--- src/rtl/orb_m16_if.sv ---
// Five-channel RS-485 bus between the orb_m16 master and its slave boards.
// Bit n of each vector belongs to channel n.
interface orb_m16_if;
  logic [5:1] UART_RX;
  logic [5:1] UART_TX;
  logic [5:1] UART_dTX;
  logic [5:1] UART_dRX;

  modport master (
    input  UART_RX,
    output UART_TX,
    output UART_dTX,
    output UART_dRX
  );

  modport slave (
    output UART_RX,
    input  UART_TX,
    input  UART_dTX,
    input  UART_dRX
  );
endinterface

--- src/rtl/orb_m16.sv ---
// Five-channel RS-485 polling master feeding a bi-phase Orbita M16 frame.
// One request per poll, collect replies, then serialise sync + 90 bytes.
module orb_m16 #(
  parameter int          BAUD_NUM    = 3,
  parameter int          BAUD_DEN    = 50,
  parameter int          POLL_PERIOD = 16384,
  parameter int          RX_WINDOW   = 4000,
  parameter int          ORB_HALF    = 8,
  parameter logic [7:0]  REQ_BYTE    = 8'hA5,
  parameter int          NBYTES      = 18,
  parameter logic [7:0]  SYNC_BYTE   = 8'h7E
) (
  input  logic       clk80MHz,
  input  logic       rst,
  orb_m16_if.master  bus,
  output logic       doubleOrbData,
  output logic       ValRX,
  output logic       test1,
  output logic       test2,
  output logic       test3,
  output logic       test4
);
  localparam int NCH  = 5;
  localparam int NBUF = NCH * NBYTES;
  localparam int NFRM = NBUF + 1;
  localparam int AW   = $clog2(BAUD_DEN + BAUD_NUM + 1);
  localparam int PW   = $clog2(POLL_PERIOD);
  localparam int WW   = $clog2(RX_WINDOW + 1);
  localparam int HW   = $clog2(ORB_HALF + 1);
  localparam int FW   = $clog2(NFRM + 1);
  localparam int CW   = $clog2(NBYTES + 1);

  typedef enum logic [2:0] {
    IDLE, TXREQ, RXWIN, LATCH, SER
  } state_t;

  state_t state, state_nx;

  logic [PW-1:0] poll_cnt;
  logic          poll_go;

  assign poll_go = poll_cnt == PW'(POLL_PERIOD - 1);

  always_ff @(posedge clk80MHz or negedge rst)
    if (!rst) poll_cnt <= '0;
    else      poll_cnt <= poll_go ? '0 : poll_cnt + 1'b1;

  always_ff @(posedge clk80MHz or negedge rst)
    if (!rst) test3 <= 1'b0;
    else      test3 <= poll_go;

  logic [AW-1:0] tx_acc, tx_sum;
  logic [3:0]    tx_bit;
  logic [9:0]    tx_frm;
  logic          tx_tick, tx_done, tx_line;

  assign tx_sum  = tx_acc + AW'(BAUD_NUM);
  assign tx_tick = tx_sum >= AW'(BAUD_DEN);
  assign tx_done = state == TXREQ && tx_tick && tx_bit == 4'd9;
  assign tx_frm  = {1'b1, REQ_BYTE, 1'b0};
  assign tx_line = tx_frm[tx_bit];

  always_ff @(posedge clk80MHz or negedge rst)
    if (!rst) begin
      tx_acc <= '0;
      tx_bit <= '0;
    end else if (poll_go || state != TXREQ) begin
      tx_acc <= '0;
      tx_bit <= '0;
    end else if (tx_tick) begin
      tx_acc <= tx_sum - AW'(BAUD_DEN);
      tx_bit <= tx_bit + 1'b1;
    end else begin
      tx_acc <= tx_sum;
    end

  assign bus.UART_TX  = state == TXREQ ? {NCH{tx_line}} : '1;
  assign bus.UART_dTX = state == TXREQ ? '1 : '0;
  assign bus.UART_dRX = state == TXREQ ? '1 : '0;

  logic [WW-1:0] win_cnt;
  logic          win_done;

  assign win_done = state == RXWIN && win_cnt == WW'(RX_WINDOW - 1);

  always_ff @(posedge clk80MHz or negedge rst)
    if (!rst)                win_cnt <= '0;
    else if (state != RXWIN) win_cnt <= '0;
    else                     win_cnt <= win_cnt + 1'b1;

  logic [2:0]    rx_sy  [NCH];
  logic [AW-1:0] rx_acc [NCH];
  logic [AW-1:0] rx_sum [NCH];
  logic [3:0]    rx_tk  [NCH];
  logic [7:0]    rx_sh  [NCH];
  logic [CW-1:0] rx_cnt [NCH];
  logic [NCH-1:0] busy, err;
  logic [7:0]    buffer [NBUF];
  logic          all_ok;

  always_ff @(posedge clk80MHz or negedge rst)
    if (!rst)
      for (int c = 0; c < NCH; c++) rx_sy[c] <= '1;
    else
      for (int c = 0; c < NCH; c++)
        rx_sy[c] <= {rx_sy[c][1:0], bus.UART_RX[c+1]};

  always_comb
    for (int c = 0; c < NCH; c++)
      rx_sum[c] = rx_acc[c] + AW'(BAUD_NUM);

  // rx_sy[1] is the synchronised line; rx_sy[2] lags it for edge detect
  always_ff @(posedge clk80MHz or negedge rst)
    if (!rst) begin
      busy  <= '0;
      err   <= '0;
      test1 <= 1'b0;
      for (int c = 0; c < NCH; c++) begin
        rx_acc[c] <= '0;
        rx_tk[c]  <= '0;
        rx_sh[c]  <= '0;
        rx_cnt[c] <= '0;
      end
      for (int i = 0; i < NBUF; i++) buffer[i] <= '0;
    end else begin
      test1 <= 1'b0;
      if (poll_go) begin
        busy <= '0;
        err  <= '0;
        for (int c = 0; c < NCH; c++) rx_cnt[c] <= '0;
        for (int i = 0; i < NBUF; i++) buffer[i] <= '0;
      end else begin
        for (int c = 0; c < NCH; c++) begin
          if (state != RXWIN) begin
            busy[c] <= 1'b0;
          end else if (!busy[c]) begin
            if (rx_sy[c][2] && !rx_sy[c][1]) begin
              busy[c]   <= 1'b1;
              rx_acc[c] <= AW'(BAUD_DEN / 2);
              rx_tk[c]  <= '0;
            end
          end else if (rx_sum[c] >= AW'(BAUD_DEN)) begin
            rx_acc[c] <= rx_sum[c] - AW'(BAUD_DEN);
            rx_tk[c]  <= rx_tk[c] + 1'b1;
            unique case (1'b1)
              rx_tk[c] == 4'd0: begin
                if (rx_sy[c][1]) busy[c] <= 1'b0;
              end
              rx_tk[c] == 4'd9: begin
                busy[c] <= 1'b0;
                if (!rx_sy[c][1]) begin
                  err[c] <= 1'b1;
                end else begin
                  if (c == 0) test1 <= 1'b1;
                  if (rx_cnt[c] < CW'(NBYTES)) begin
                    buffer[c*NBYTES + int'(rx_cnt[c])] <= rx_sh[c];
                    rx_cnt[c] <= rx_cnt[c] + 1'b1;
                  end
                end
              end
              default: rx_sh[c] <= {rx_sy[c][1], rx_sh[c][7:1]};
            endcase
          end else begin
            rx_acc[c] <= rx_sum[c];
          end
        end
      end
    end

  assign test2 = |err;

  always_comb begin
    all_ok = ~|err;
    for (int c = 0; c < NCH; c++)
      if (rx_cnt[c] != CW'(NBYTES)) all_ok = 1'b0;
  end

  always_ff @(posedge clk80MHz or negedge rst)
    if (!rst)                ValRX <= 1'b0;
    else if (state == LATCH) ValRX <= all_ok;

  logic [HW-1:0] hcnt;
  logic          half;
  logic [2:0]    sbit;
  logic [FW-1:0] sbyte, sidx;
  logic [7:0]    sval;
  logic          ser_last;

  assign ser_last = half && hcnt == HW'(ORB_HALF - 1) &&
                    sbit == 3'd7 && sbyte == FW'(NFRM - 1);
  assign sidx = sbyte == '0 ? '0 : sbyte - 1'b1;
  assign sval = sbyte == '0 ? SYNC_BYTE : buffer[sidx];

  always_ff @(posedge clk80MHz or negedge rst)
    if (!rst) begin
      hcnt  <= '0;
      half  <= 1'b0;
      sbit  <= '0;
      sbyte <= '0;
    end else if (state != SER) begin
      hcnt  <= '0;
      half  <= 1'b0;
      sbit  <= '0;
      sbyte <= '0;
    end else if (hcnt == HW'(ORB_HALF - 1)) begin
      hcnt <= '0;
      half <= ~half;
      if (half) begin
        sbit <= sbit + 1'b1;
        if (sbit == 3'd7) sbyte <= sbyte + 1'b1;
      end
    end else begin
      hcnt <= hcnt + 1'b1;
    end

  assign doubleOrbData = state == SER && (sval[3'd7 - sbit] ^ half);
  assign test4 = state == SER;

  always_ff @(posedge clk80MHz or negedge rst)
    if (!rst) state <= IDLE;
    else      state <= state_nx;

  // a poll wrap always wins, even over an unfinished frame
  always_comb begin
    state_nx = state;
    unique case (state)
      IDLE:    state_nx = IDLE;
      TXREQ:   if (tx_done)  state_nx = RXWIN;
      RXWIN:   if (win_done) state_nx = LATCH;
      LATCH:   state_nx = SER;
      SER:     if (ser_last) state_nx = IDLE;
      default: state_nx = IDLE;
    endcase
    if (poll_go) state_nx = TXREQ;
  end
endmodule

--- src/flat_wrapper.sv ---
// flat-port wrapper written by rule: the top's interface ports become plain ports
module orb_m16_flat 
#(
  parameter int          BAUD_NUM    = 3,
  parameter int          BAUD_DEN    = 50,
  parameter int          POLL_PERIOD = 16384,
  parameter int          RX_WINDOW   = 4000,
  parameter int          ORB_HALF    = 8,
  parameter logic [7:0]  REQ_BYTE    = 8'hA5,
  parameter int          NBYTES      = 18,
  parameter logic [7:0]  SYNC_BYTE   = 8'h7E
)
  (clk80MHz, rst, doubleOrbData, ValRX, test1, test2, test3, test4, bus_UART_RX, bus_UART_TX, bus_UART_dTX, bus_UART_dRX);
  orb_m16_if bus_i ();
  input  logic clk80MHz;
  input  logic rst;
  output logic doubleOrbData;
  output logic ValRX;
  output logic test1;
  output logic test2;
  output logic test3;
  output logic test4;
  input wire logic [$bits(bus_i.UART_RX)-1:0] bus_UART_RX;
  output wire logic [$bits(bus_i.UART_TX)-1:0] bus_UART_TX;
  output wire logic [$bits(bus_i.UART_dTX)-1:0] bus_UART_dTX;
  output wire logic [$bits(bus_i.UART_dRX)-1:0] bus_UART_dRX;
  assign bus_i.UART_RX = bus_UART_RX;
  assign bus_UART_TX = bus_i.UART_TX;
  assign bus_UART_dTX = bus_i.UART_dTX;
  assign bus_UART_dRX = bus_i.UART_dRX;
  orb_m16 #(.BAUD_NUM(BAUD_NUM), .BAUD_DEN(BAUD_DEN), .POLL_PERIOD(POLL_PERIOD), .RX_WINDOW(RX_WINDOW), .ORB_HALF(ORB_HALF), .REQ_BYTE(REQ_BYTE), .NBYTES(NBYTES), .SYNC_BYTE(SYNC_BYTE)) u_core (.clk80MHz(clk80MHz), .rst(rst), .bus(bus_i), .doubleOrbData(doubleOrbData), .ValRX(ValRX), .test1(test1), .test2(test2), .test3(test3), .test4(test4));
endmodule
--- config.mk ---
export PLATFORM = sky130hd
export DESIGN_NAME = orb_m16_flat
export DESIGN_NICKNAME = d
export VERILOG_FILES = /design/src/rtl/orb_m16_if.sv /design/src/rtl/orb_m16.sv /design/src/flat_wrapper.sv
export SDC_FILE = /design/constraint.sdc
export NUM_CORES = 2
export LEC_CHECK = 0
export CAP_MARGIN = 20
export CELL_PAD_IN_SITES_DETAIL_PLACEMENT = 1
export CELL_PAD_IN_SITES_GLOBAL_PLACEMENT = 2
export CORE_ASPECT_RATIO = 1.25
export CORE_MARGIN = 2
export CORE_UTILIZATION = 38
export DETAILED_ROUTE_END_ITERATION = 12
export PLACE_DENSITY_LB_ADDON = 0.15
export SYNTH_ARGS = -nofsm -noshare
export SYNTH_HDL_FRONTEND = slang
export SYNTH_SLANG_ARGS = --single-unit
--- constraint.sdc ---
create_clock -name clk80MHz -period 6.1 [get_ports clk80MHz]
set_clock_uncertainty 0.05 [all_clocks]
set_input_delay 1.22 -clock clk80MHz [delete_from_list [all_inputs] [get_ports clk80MHz]]
set_output_delay 1.22 -clock clk80MHz [all_outputs]
set_load 0.02 [all_outputs]
### After elaboration in Yosys (flattened, before gate mapping)

Memories as Yosys holds them, arrays and structs flattened.
Index checks and enable logic that the tools add are counted.

* input bits: 7
* latch bits: 0
* memories: 1
* bits in read-only memories: 16
* word-level logic and storage cells: 553
* register bits after elaboration: 917
* bits in writable memories: 0
* output and inout bits: 21

Memories
* (no name shown): depth 16, bits a word 1, rd ports 1, clocked after Yosys merged registers in 0, wr ports 0, line orb_m16.sv:61 `assign tx_line = tx_frm[tx_bit];`

* div/mod/pow operators: 0
* bitwise operators: 15
* equal/unequal tests: 37
* multiply operators: 0
* shift-type cells: 0
* muxes and demuxes: 211
* add/subtract/negate cells: 34
* reduce and logical (&&, ||, !) cells: 98
* $lt $le $gt $ge: 24

Operators by type and width (count)
* 720-bit 2-to-1 mux: 35
* 720-bit bitwise mux: 5
* 8-bit demux with 7-bit select: 5
* 5-bit 2-to-1 mux: 34
* 32-bit by 8-bit >= comparator with 1-bit output, second input constant: 5
* 32-bit by 1-bit < comparator with 1-bit output, second input constant: 5
* 32-bit NOT: 4
* 6-bit 2-to-1 mux: 17
* 4-bit 2-to-1 mux: 19
* 2-bit nonzero test: 34
* 1-bit 2-to-1 mux: 65
* 8-bit 2-to-1 mux: 8
* 8-bit binary-select mux with 7-bit select: 1
* 5-bit AND reduction: 10
* 6-bit by 2-bit adder with 6-bit output, second input constant: 6
* 6-bit >= comparator, second input constant: 6
* 6-bit subtractor, second input constant: 6
* 7-bit 2-to-1 mux: 5
* 5-bit NOT with 32-bit output: 1
* 6-bit AND reduction: 5
* 4-bit by 1-bit adder with 4-bit output, second input constant: 7
* 5-bit by 1-bit adder with 5-bit output, second input constant: 5
* 5-bit < comparator, second input constant: 5
* 25-bit 2-to-1 mux: 1
* 45 further kinds: 125

### Longest topological paths before layout

* depth after elaboration: 45
* depth in mapped cells: 21

### Worst setup path after synthesis

Ideal clock, no wire load.

* path type: reg-to-output
* start: register u_core.sbyte[0]
* end: output port doubleOrbData
* buffers on the path: 8
* cell stages (with the launch flop): 19
* data required time: 4830 ps
* arrival time: 4412 ps
* path slack: 418 ps
* cell sequence: dfrtp_1 buf_2 inv_1 clkbuf_1 clkbuf_1 clkbuf_1 ha_1 buf_2 buf_2 buf_1 clkbuf_1 a21oi_1 a221oi_1 o21ai_0 o211ai_1 a221oi_1 a2111o_1 a32oi_1 mux2i_1

* word-level cells in the longest chain between the ends: 11

Ends and longest elaborated chain
* start, declared: line orb_m16.sv:185 `logic [FW-1:0] sbyte, sidx;`
* start signal, assigned: line orb_m16.sv:210 `if (sbit == 3'd7) sbyte <= sbyte + 1'b1;`
* 7-bit by 1-bit subtractor with 7-bit output / 7-bit logical NOT (equally long branches): line orb_m16.sv:191, orb_m16.sv:192
* 7-bit 2-to-1 mux: line orb_m16.sv:191 `assign sidx = sbyte == '0 ? '0 : sbyte - 1'b1;`
* 7-bit NOT with 8-bit output (implied by the code): line orb_m16.sv:192 `assign sval = sbyte == '0 ? SYNC_BYTE : buffer[sidx];`
* 8-bit binary-select mux with 7-bit select: line orb_m16.sv:192
* 8-bit 2-to-1 mux (implied by the code) (2 in series): line orb_m16.sv:192
* 8-bit 2-to-1 mux (*): line orb_m16.sv:192
* 1-bit binary-select mux with 3-bit select (*): line orb_m16.sv:216 `assign doubleOrbData = state == SER && (sval[3'd7 - sbit] ^ half);`
* 1-bit 2-to-1 mux (implied by the code) (*): line orb_m16.sv:216
* 1-bit bitwise XOR (*): line orb_m16.sv:216
* 1-bit logical AND (*): line orb_m16.sv:216
* end, declared: line flat_wrapper.sv:17 `output logic doubleOrbData;`

Every way passes the cells marked *; elsewhere a longest branch is shown, timed or not. The select of a mux whose other input is x is not followed.

### Worst setup path in the final report

* start: register u_core.sbyte[2]
* end: output port doubleOrbData

The elaborated chain is that of the path after synthesis.

==> metrics.txt <==
# TYPE chip_impl_metric gauge
chip_impl_metric{name="insertion_delay",unit="ps"} 740
chip_impl_metric{name="cts_made_buffers",unit=""} 104
chip_impl_metric{name="ioPinCount",unit=""} 28
chip_impl_metric{name="post_route_cells_drive_above_1_share",unit="%"} 11.9
chip_impl_metric{name="place.detailed.hpwl",unit="µm"} 133000
chip_impl_metric{name="ys_seq_area_share",unit="%"} 47.5
chip_impl_metric{name="synthesized_instance_count",unit=""} 5174
chip_impl_metric{name="layout-area-overhead-vs-synth",unit="%"} 13.8
chip_impl_metric{name="dieWidth",unit="µm"} 323
chip_impl_metric{name="synth-edff-count",unit=""} 0
chip_impl_metric{name="min_period_over_period",unit="%"} 99.5
chip_impl_metric{name="wire_per_inst",unit="µm"} 29.2
chip_impl_metric{name="final_instance_area",unit="mm²"} 0.0550
chip_impl_metric{name="multi_input_gate_area",unit="mm²"} 0.0237
chip_impl_metric{name="ctsLongestPathBuffers",unit=""} 3
chip_impl_metric{name="detail_route.drc_violations",unit=""} 0
chip_impl_info{name="r2r_end",value="u_core.buffer[101]"} 1
chip_impl_metric{name="route.detailed.vias_per_inst",unit=""} 6.00
chip_impl_metric{name="critPathRequiredTime",unit="ps"} 4830
chip_impl_metric{name="place_area",unit="mm²"} 0.0508
chip_impl_metric{name="ff_latch_area",unit="mm²"} 0.0230
chip_impl_metric{name="grt_pass1_wl",unit="µm"} 294000
chip_impl_metric{name="dp_worst_setup_slack",unit="ps"} 226
chip_impl_metric{name="core",unit="mm²"} 0.126
chip_impl_metric{name="finalMaxSlewViolations",unit=""} 0
chip_impl_info{name="ys_dominant_reg_cell",value="dfrtp_1"} 1
chip_impl_info{name="crit_path_cell_trace",value="buf_4 -> buf_4 -> nor3b_4 -> mux2i_2 -> buf_4 -> nor2_1 -> a32oi_2 -> nand4b_1 -> a2111o_1 -> a32oi_2 -> mux2i_4 -> buf_4 -> buf_4"} 1
chip_impl_metric{name="pin_count_of_the_biggest_net_entering_global_routing",unit=""} 173
chip_impl_metric{name="via_count_of_the_first_global_routing_pass",unit=""} 41594
chip_impl_metric{name="gpl.final_weighted_congestion",unit=""} 0.928
chip_impl_metric{name="tmin_final",unit="ps"} 6070
chip_impl_metric{name="cellPowerDensity",unit="mW/mm²"} 233
chip_impl_metric{name="drt_wl_total",unit="µm"} 200000
chip_impl_metric{name="dieArea",unit="mm²"} 0.130
chip_impl_metric{name="drt_pre_antenna_iters",unit=""} 5
chip_impl_metric{name="static_power_due_to_leakage",unit="nW"} 24.3
chip_impl_metric{name="grt_remaining_overflow",unit=""} 0
chip_impl_info{name="cts.root.buffer_cell",value="clkbuf_16"} 1
chip_impl_metric{name="synth_warnings",unit=""} 0
chip_impl_info{name="cts_tree",value="built"} 1
chip_impl_metric{name="tritoncts_num_sinks",unit=""} 917
chip_impl_metric{name="tightest_slew",unit="ps"} 1180
chip_impl_metric{name="critical-path-max-stage-delay",unit="ps"} 520
chip_impl_metric{name="initial_core_util",unit="%"} 38.2
chip_impl_info{name="timing.setup.critical_path_class",value="flop to output pin"} 1
chip_impl_metric{name="clock_tree.htree_level_count",unit=""} 3
chip_impl_metric{name="initial_drt_markers",unit=""} 3259
chip_impl_metric{name="layout_setup_ws",unit="ps"} 30.8
chip_impl_metric{name="cp.arrival",unit="ps"} 4800
chip_impl_metric{name="syn_avg_cell_area",unit="µm²"} 9.34
chip_impl_metric{name="post_cts_hold_buffer_count",unit=""} 0
chip_impl_metric{name="port-buffer-count",unit=""} 27
chip_impl_info{name="rr_startpoint",value="u_core.rx_cnt[2]"} 1
chip_impl_metric{name="total_nets_final",unit=""} 5132
chip_impl_metric{name="reg2reg_depth",unit=""} 8
chip_impl_info{name="run_status",value="completed"} 1
chip_impl_metric{name="vdd_ir_drop_max",unit="mV"} 0.190
chip_impl_info{name="critPathTopFamily",value="buffers and inverters"} 1
chip_impl_metric{name="antenna_violating_nets_post_route",unit=""} 0
chip_impl_metric{name="rows",unit=""} 146
chip_impl_metric{name="worst_slew_margin_rel",unit="%"} 20.7
chip_impl_info{name="worst_hold_path.endpoint",value="u_core.rx_sy[10]"} 1
chip_impl_info{name="startpoint_type",value="flop"} 1
chip_impl_metric{name="reg2reg_setup_slack",unit="ps"} 1130
chip_impl_metric{name="netlist_area",unit="mm²"} 0.0483
chip_impl_info{name="critPathMostFrequentCell",value="buf_4"} 1
chip_impl_metric{name="gr-usage-all-layers",unit="%"} 30.4
chip_impl_info{name="timing.critical_path.slowest_stage_cell",value="dfrtp_2"} 1
chip_impl_metric{name="vias",unit=""} 41115
chip_impl_info{name="worst_setup_path_end_kind",value="output pin"} 1
chip_impl_metric{name="max_cap_viol_count",unit=""} 0
chip_impl_info{name="kind_of_path_behind_the_tightest_hold_check",value="flop to flop"} 1
chip_impl_metric{name="fmaxAchievable",unit="GHz"} 0.165
chip_impl_metric{name="setup_viol_count_final",unit=""} 0
chip_impl_metric{name="cts.reportedPaths.clkPinSlew",unit="ps"} 70
chip_impl_metric{name="asyncSetResetFlopFracSynth",unit="%"} 100
chip_impl_metric{name="antenna_found_initial",unit=""} 1
chip_impl_metric{name="worstPathMaxFanout",unit=""} 17
chip_impl_metric{name="synth_cell_type_count",unit=""} 88
chip_impl_info{name="worst_hold_start",value="u_core.rx_sy[9]"} 1
chip_impl_metric{name="timing.hold.worst_path_depth",unit=""} 0
chip_impl_metric{name="path_buf_inv",unit=""} 5
chip_impl_metric{name="synth_fp_nets",unit=""} 5240
chip_impl_metric{name="die-height",unit="µm"} 403
chip_impl_metric{name="ys_ff_latch",unit=""} 917
chip_impl_metric{name="timing.final.hold_violations",unit=""} 0
chip_impl_metric{name="final.fill_count",unit=""} 14174
## timing repair
item                       in CTS  in global routing
pin swaps                       7                 10
gates cloned                    1                  3
setup endpoints to repair       1                  1
setup buffers                  16                  4
gates resized for setup        52                 25
## worst max-delay path by stage
stage | depth (start not counted) | endpoint | slack, ps | startpoint
finish | 13 | doubleOrbData | 30 | u_core.sbyte[2]
global route | 15 | doubleOrbData | -30 | u_core.sbyte[0]
CTS | 15 | doubleOrbData | 7 | u_core.sbyte[6]
detailed placement | 16 | doubleOrbData | 230 | u_core.sbyte[0]
global placement | 14 | doubleOrbData | 230 | u_core.sbyte[1]
floorplan | 18 | doubleOrbData | 420 | u_core.sbyte[0]
## report_power, final
group | switching [mW] | internal [mW]
Sequential | 0.00497 | 6.09
Combinational | 0.138 | 0.0206
Clock | 2.77 | 3.77
## kinds of logic (layout without fill, tap and decap cells)
logic type / after synthesis / after routing / share of synthesized area [%]
other: 0 / 1 / 0
AOI/OAI and AO/OA: 1198 / 1198 / 15.3
buffers and inverters: 529 / 507 / 4.38
DFF: 917 / 917 / 47.5
and+or+nand+nor: 1732 / 1732 / 15.8
muxes: 650 / 650 / 13.8
adders and majority gates: 59 / 59 / 1.53
xor gates and xnor gates: 89 / 89 / 1.61
## layer usage
metal  vias to the layer above  GRT usage, %  share of wire [%]
li1                      18079             -                  -
met3                       405          4.05                4.8
met2                      1184          48.9                 47
met4                         2          15.8                5.8
met1                     21445          39.9                 43
met5                         -             0              0.010
## flip-flops by register name (all words and copies together), names as in the netlist
register,cells
u_core.tx_acc,6
u_core.rx_sh,40
u_core.rx_cnt,25
u_core.busy,5
u_core.hcnt,4
u_core.poll_cnt,14
u_core.rx_sy,15
u_core.buffer,720
u_core.rx_acc,30
u_core.ValRX,1
u_core.sbit,3
u_core.rx_tk,20
u_core.test3,1
u_core.err,5
u_core.half,1
u_core.win_cnt,12
u_core.test1,1
u_core.sbyte,7
u_core.tx_bit,4
u_core.state,3
## final cells by class
type	count	share of cell area (%)
Clock inverter	47	0.883
Inverter	69	0.491
Multi-Input combinational cell	3728	43.1
Tap cell	1702	3.87
Sequential cell	917	41.8
Timing Repair Buffer	246	4.45
Antenna cell	1	0.00455
Clock buffer	145	5.46
## metrics by stage
| step | total power [mW] | hold WS (ps) | TNS, ps | util, % | cells |
|---|---|---|---|---|---|
| finish | 12.8 | 305 | 0 | 43.5 | 6855 |
| global route | 13.2 | 311 | -27.2 | 43.5 | 6854 |
| CTS | 12.9 | 306 | 0 | 43.3 | 6844 |
| detailed placement | 6.38 | 297 | 0 | 40.2 | 6635 |
| global placement | 6.38 | 297 | 0 | 40.1 | 6633 |
| floorplan | 6.21 | 295 | 0 | - | 5174 |
## cell usage in the layout, fill, tap and decap left out, types with 12 or more instances in the layout
master,instances
a211oi_1,60
a21oi_1,457
a221o_1,13
a221oi_1,41
a222oi_1,21
a22o_1,28
a22oi_1,29
a31oi_1,23
and2_1,15
and3_1,20
buf_12,23
buf_4,172
buf_6,15
clkbuf_1,20
clkbuf_16,110
clkbuf_8,18
clkdlybuf4s50_1,25
clkinv_2,22
clkinvlp_4,12
dfrtp_1,898
dfstp_2,15
ha_1,58
inv_1,66
mux2_2,103
mux2i_1,542
nand2_1,507
nand2b_1,22
nand3_1,240
nand4_1,29
nor2_1,688
nor2b_1,13
nor3_1,67
nor3_2,12
o211ai_1,40
o21ai_0,267
o21ai_1,12
o22ai_1,45
or3_1,25
xnor2_1,44
xor2_1,42
## synth_stat cells, drive strengths merged, types with 20 or more instances
master	n	area, µm²
dfrtp	902	22600
nor2	700	2660
mux2i	544	5450
nand2	508	1910
a21oi	465	2330
clkbuf	352	1320
o21ai	286	1440
nand3	240	1200
buf	108	537
mux2	103	1160
nor3	80	457
inv	69	259
a211oi	63	473
ha	59	738
o22ai	47	300
xnor2	46	403
a221oi	45	394
xor2	43	377
o211ai	40	300
a22oi	29	218
nand4	29	181
a22o	28	245
or3	25	156
a31oi	23	144
nand2b	23	144
a222oi	21	210
and3	20	125
No activity file was read; power rests on OpenSTA's default activity.
